`src/rtl/encoder_pkg.sv`:
```
// Shared types and helpers for the iterative priority encoder.
package encoder_pkg;

    typedef enum logic [0:0] {
        IDLE = 1'b0,
        EMIT = 1'b1
    } state_e;

    // Index width for a vector of w bits; never narrower than one bit.
    function automatic int unsigned idx_width(input int unsigned w);
        return (w > 32'd1) ? 32'($clog2(w)) : 32'd1;
    endfunction

endpackage

```
`src/rtl/prio_enc.sv`:
```
// Combinational priority encoder: highest (dir=1) or lowest (dir=0) set bit of vec.
module prio_enc #(
    parameter int unsigned WIDTH = 8,
    parameter int unsigned IDXW  = 3
) (
    input  logic [WIDTH-1:0] vec,
    input  logic             dir,
    output logic [IDXW-1:0]  idx,
    output logic             any,
    output logic             single
);

    // Later matches overwrite earlier ones, so the scan order picks the winner.
    always_comb begin
        idx = '0;
        for (int unsigned i = 0; i < WIDTH; i++) begin
            if (dir) begin
                if (vec[i]) idx = IDXW'(i);
            end else begin
                if (vec[WIDTH-1-i]) idx = IDXW'(WIDTH-1-i);
            end
        end
    end

    assign any    = |vec;
    assign single = any && ((vec & (vec - WIDTH'(1))) == '0);

endmodule

```
`src/rtl/priority_encoder_iter.sv`:
```
// Enumerates the set bits of an accepted vector, one index per output handshake.
module priority_encoder_iter
    import encoder_pkg::*;
#(
    parameter int unsigned WIDTH = 8,
    parameter int unsigned IDXW  = idx_width(WIDTH)
) (
    input  logic             clk,
    input  logic             rst_n,
    input  logic             in_valid,
    output logic             in_ready,
    input  logic [WIDTH-1:0] in_vec,
    input  logic             msb_first,
    output logic             out_valid,
    input  logic             out_ready,
    output logic [IDXW-1:0]  out_idx,
    output logic             out_last,
    output logic             zero_err,
    output logic             busy
);

    state_e           state_q, state_d;
    logic [WIDTH-1:0] pending_q, pending_d;
    logic             dir_q, dir_d;
    logic             zero_err_q, zero_err_d;
    logic             out_valid_q, out_valid_d;
    logic [IDXW-1:0]  out_idx_q, out_idx_d;
    logic             out_last_q, out_last_d;
    logic             in_ready_q, in_ready_d;
    logic             busy_q, busy_d;

    logic [IDXW-1:0]  enc_idx;
    logic             enc_any;
    logic             enc_single;
    logic             emit_d;

    // Encoder looks at the next-cycle pending set so the index outputs can be registered.
    prio_enc #(
        .WIDTH (WIDTH),
        .IDXW  (IDXW)
    ) u_prio_enc (
        .vec    (pending_d),
        .dir    (dir_d),
        .idx    (enc_idx),
        .any    (enc_any),
        .single (enc_single)
    );

    always_comb begin
        state_d    = state_q;
        pending_d  = pending_q;
        dir_d      = dir_q;
        zero_err_d = 1'b0;

        case (state_q)
            IDLE: begin
                if (in_valid) begin
                    if (|in_vec) begin
                        pending_d = in_vec;
                        dir_d     = msb_first;
                        state_d   = EMIT;
                    end else begin
                        zero_err_d = 1'b1;
                    end
                end
            end
            EMIT: begin
                if (out_ready) begin
                    pending_d = pending_q & ~(WIDTH'(1) << out_idx_q);
                    if (out_last_q) state_d = IDLE;
                end
            end
            default: begin
                state_d = IDLE;
            end
        endcase

        emit_d      = (state_d == EMIT);
        out_valid_d = emit_d && enc_any;
        out_idx_d   = emit_d ? enc_idx : '0;
        out_last_d  = emit_d && enc_single;
        in_ready_d  = (state_d == IDLE);
        busy_d      = emit_d;
    end

    always_ff @(posedge clk or negedge rst_n) begin
        if (!rst_n) begin
            state_q     <= IDLE;
            pending_q   <= '0;
            dir_q       <= 1'b0;
            zero_err_q  <= 1'b0;
            out_valid_q <= 1'b0;
            out_idx_q   <= '0;
            out_last_q  <= 1'b0;
            in_ready_q  <= 1'b1;
            busy_q      <= 1'b0;
        end else begin
            state_q     <= state_d;
            pending_q   <= pending_d;
            dir_q       <= dir_d;
            zero_err_q  <= zero_err_d;
            out_valid_q <= out_valid_d;
            out_idx_q   <= out_idx_d;
            out_last_q  <= out_last_d;
            in_ready_q  <= in_ready_d;
            busy_q      <= busy_d;
        end
    end

    assign in_ready  = in_ready_q;
    assign out_valid = out_valid_q;
    assign out_idx   = out_idx_q;
    assign out_last  = out_last_q;
    assign zero_err  = zero_err_q;
    assign busy      = busy_q;

endmodule

```
`config.mk`:
```
export PLATFORM = sky130hd
export DESIGN_NAME = priority_encoder_iter
export DESIGN_NICKNAME = d
export VERILOG_FILES = /design/src/rtl/encoder_pkg.sv /design/src/rtl/prio_enc.sv /design/src/rtl/priority_encoder_iter.sv
export SDC_FILE = /design/constraint.sdc
export NUM_CORES = 1
export LEC_CHECK = 0
export ABC_AREA = 1
export ABC_CLOCK_PERIOD_IN_PS = 2500
export CORE_MARGIN = 1
export CORE_UTILIZATION = 45
export CTS_BUF_LIST = sky130_fd_sc_hd__clkbuf_2 sky130_fd_sc_hd__clkbuf_4 sky130_fd_sc_hd__clkbuf_8
export DETAILED_ROUTE_END_ITERATION = 8
export GPL_TIMING_DRIVEN = 1
export PLACE_DENSITY = 0.7
export RECOVER_POWER = 25
export SETUP_SLACK_MARGIN = 0.05
export SLEW_MARGIN = 20
export SYNTH_ARGS = -nofsm -noshare
export SYNTH_HDL_FRONTEND = slang
export SYNTH_HIERARCHICAL = 1
export SYNTH_SLANG_ARGS = --single-unit
```
`constraint.sdc`:
```
create_clock -name clk -period 2.5 [get_ports clk]
set_clock_uncertainty 0.05 [all_clocks]
set_input_delay 0.25 -clock clk [delete_from_list [all_inputs] [get_ports clk]]
set_output_delay 0.25 -clock clk [all_outputs]
set_load 0.1 [all_outputs]
```
==> results_dict.tcl, run 1 <==
set metrics [dict create \
    detail_route.drc_violations 0 \
    numClockSinks 17 \
    peakVddDrop_mv 1.11 \
    critical_path_fanout_max 10 \
    ys_seq_elements 17 \
    drt_iter0_drc 22 \
    totalWireLength_mm 2.66 \
    ctsHtreeMaxLevel 1 \
    timing.slew.headroom_pct 48.6 \
    num_vias 1138 \
    route.detailed.wl_per_inst_um 11.9 \
    worst_slew_pin_slew_ps 768 \
    clockBufferDepth 2 \
    cts.repair.resized 0 \
    power_share_of_the_sequential_group_pct 23.0 \
    numPlacedInstances 220 \
    finish.net_count 210 \
    final_global_route_overflow_total 0 \
    cts_inserted_buffers 3 \
    grt_pass1_vias 1102 \
    syn-num-nets 178 \
    criticalPathCategory "input port to register" \
    final_common_cell "nand2_1" \
    ys_warn_count 6 \
    slew_viol_final 0 \
    synth_cells 165 \
    leakage_power_of_the_design_nw 0.711 \
    synth_top_area_share_pct 35.6 \
    detail_route.vias_per_cell 5.08 \
    first_pass_grt_wire_length_mm 4.55 \
    route.antenna.remaining_nets 0 \
    max-cap-violations 0 \
    grt_antenna_before_repair 0 \
    cts.hold.buffers_added 0 \
    core.rowCount 17 \
    drt_pre_antenna_iters 4 \
    layout.cells.most_common_list "nand2_1, a21oi_1, nor2_1, buf_4, dfrtp_1" \
    grt_usage_pct 22.6 \
    floorplan.initialDensity_pct 49.4 \
    power.share.combinational_pct 69.8 \
    run_status "finished clean" \
    final-instance-count-excl-fill 224 \
    place_congestion 0.927 \
    flow.area_growth_from_synthesis_pct 25.9 \
    post_syn_area_um2 1120 \
    die_footprint_um2 2700 \
    num_antenna_cells 0 \
    timing.critical_path.to_type "register" \
    crit_arrival_ps 2350 \
    synth-seq-area-share_pct 37.9 \
    clk_transition_reported_paths_ps 100 \
    coreArea_um2 2280 \
    io_pins 21 \
    final_hold_viol_count 0 \
    clkLatencyLatePin_ps 280 \
    cts_tree "built" \
    fin_crit_ps 2170 \
    synth.distinct_cells 25 \
    hold_class "input port to asynchronous set/reset pin" \
    total_negative_slack_ps 0 \
    post_cts_buffers 0 \
    internal_power_component_mw 0.877 \
    synth_top_cell_by_area "dfrtp_1" \
    detailed_place_hpwl_mm 2.10 \
    setup.worst_path.start_class "input port" \
    floorplan.die.height_um 52.0 \
    pin_count_of_the_biggest_net_entering_global_routing 18 \
    floorplan.die.width_um 52.0 \
    port_buffers 20 \
    synth.avg_cell_area_um2 6.82 \
    reg2reg_depth 12 \
    finalSetupViolations 0 \
    power_per_cell_area_nw_per_um2 1400 \
    timing.critical_path.required_ps 2680 \
    swShare_pct 55.7 \
    min_period_over_period_pct 86.8 \
    grt_setup_unrepaired "false" \
    net_switching_mw 1.10 \
    root_buffer "clkbuf_4" \
    yosys-top-cells-area "dfrtp_1, nand2_1, a21oi_1" \
    clkPwrFrac_pct 7.2 \
    fraction_of_final_layout_cells_sized_beyond_drive_strength_1_pct 22.4 \
    maxClockFrequency_mhz 461 \
]
-- layout make-up --
class | instances | area, um2
Timing Repair Buffer | 29 | 248
Clock buffer | 3 | 22.5
Inverter | 22 | 90.1
Tap cell | 28 | 35.0
Multi-Input combinational cell | 124 | 589
Fill cell | 200 | 860
Sequential cell | 17 | 427
Clock inverter | 1 | 5.00
-- registers in the layout (all words and copies together), names as in the netlist --
register / flops
out_valid: 1
in_ready: 1
out_last: 1
out_idx: 3
busy: 1
zero_err: 1
dir_q: 1
pending_q: 8
-- metal layers --
| layer | track usage (%) | routed length, um |
|---|---|---|
| met1 | 27.9 | 1170 |
| met5 | 0 | 0 |
| met2 | 40.2 | 1360 |
| met4 | 8.56 | 27 |
| met3 | 1.75 | 113 |
-- worst max-delay path, stage by stage --
cell and delay (ps):
clkdlybuf4s50_1 470, nor2_4 150, nand2_2 90, o21ai_4 310, nand2_1 80, a21oi_1 290
inv_2 90, nand2_1 100, nor2_1 60, nand2_2 60, nand2_1 70, nor3_2 150
inv_1 60, nor2_2 90
-- cell families after synthesis --
logic type	synth area share, %
buf+inv	9.68
compound gates	13.2
flops	37.9
simple gates	39.2
-- power groups by stage --
stage | Combinational, mW | Sequential, mW | Clock (mW)
2_1_floorplan | 0.726 | 0.796 | 0
3_3_place_gp | 1.37 | 0.453 | 0
3_5_place_dp | 1.38 | 0.458 | 0
4_1_cts | 1.38 | 0.453 | 0.150
5_1_grt | 1.51 | 0.469 | 0.160
6_report | 1.38 | 0.455 | 0.143
-- worst paths after layout --
kind,from,endpoint,slack (ps)
max in group asynchronous,rst_n,dir_q$_DFF_PN0_,1500
worst min-delay path,rst_n,busy$_DFF_PN0_,420
min in group clk,in_valid,zero_err$_DFF_PN0_,520
worst min register to register,busy$_DFF_PN0_,zero_err$_DFF_PN0_,540
worst max register to register,busy$_DFF_PN0_,out_last$_DFF_PN0_,530
worst max-delay path,in_vec[2],out_last$_DFF_PN0_,330
-- synthesized netlist by cell type --
cell and n:
nor2_2 7, and2_1 1, inv_4 1, nand4_1 1
nand2_2 3, inv_1 15, nor2_1 17, o21ai_4 1
inv_6 1, o21ai_0 1, nand2_4 1, dfrtp_1 16
nor2_4 2, inv_2 5, o21ai_1 1, buf_6 1
buf_4 1, a21boi_0 1, dfstp_2 1, nand3_1 10
nor3_2 1, nor3_1 1, o21a_1 2, a21oi_1 20
nand2_1 54
-- through the flow --
step	worst slack [ps]	area, um2	total power, mW	hold slack (ps)	utilization (%)
4_1_cts	343	1420	1.98	376	62.2
2_1_floorplan	134	1120	1.52	-95.6	-
6_report	330	1420	1.98	423	62.2
3_3_place_gp	124	1390	1.82	507	61.0
5_1_grt	115	1420	2.14	483	62.2
3_5_place_dp	46.3	1390	1.84	524	61.0
Note: power is estimated with default switching activity, not from simulation.
==> run 2, diff against run 1 <==
--- a/config.mk
+++ b/config.mk
@@ -10,6 +10,7 @@
 export CORE_MARGIN = 1
 export CORE_UTILIZATION = 45
 export CTS_BUF_LIST = sky130_fd_sc_hd__clkbuf_2 sky130_fd_sc_hd__clkbuf_4 sky130_fd_sc_hd__clkbuf_8
+export CTS_CLUSTER_SIZE = 16
 export DETAILED_ROUTE_END_ITERATION = 8
 export GPL_TIMING_DRIVEN = 1
 export PLACE_DENSITY = 0.7
==> results of run 2 <==
The final DEF is identical to that of run 1; final timing and power are the same.
==> run 3, diff against run 2 <==
--- a/config.mk
+++ b/config.mk
@@ -13,6 +13,7 @@
 export CTS_CLUSTER_SIZE = 16
 export DETAILED_ROUTE_END_ITERATION = 8
 export GPL_TIMING_DRIVEN = 1
+export HOLD_SLACK_MARGIN = 0.03
 export PLACE_DENSITY = 0.7
 export RECOVER_POWER = 25
 export SETUP_SLACK_MARGIN = 0.05
==> results of run 3 <==
The final DEF is identical to that of run 1; final timing and power are the same.
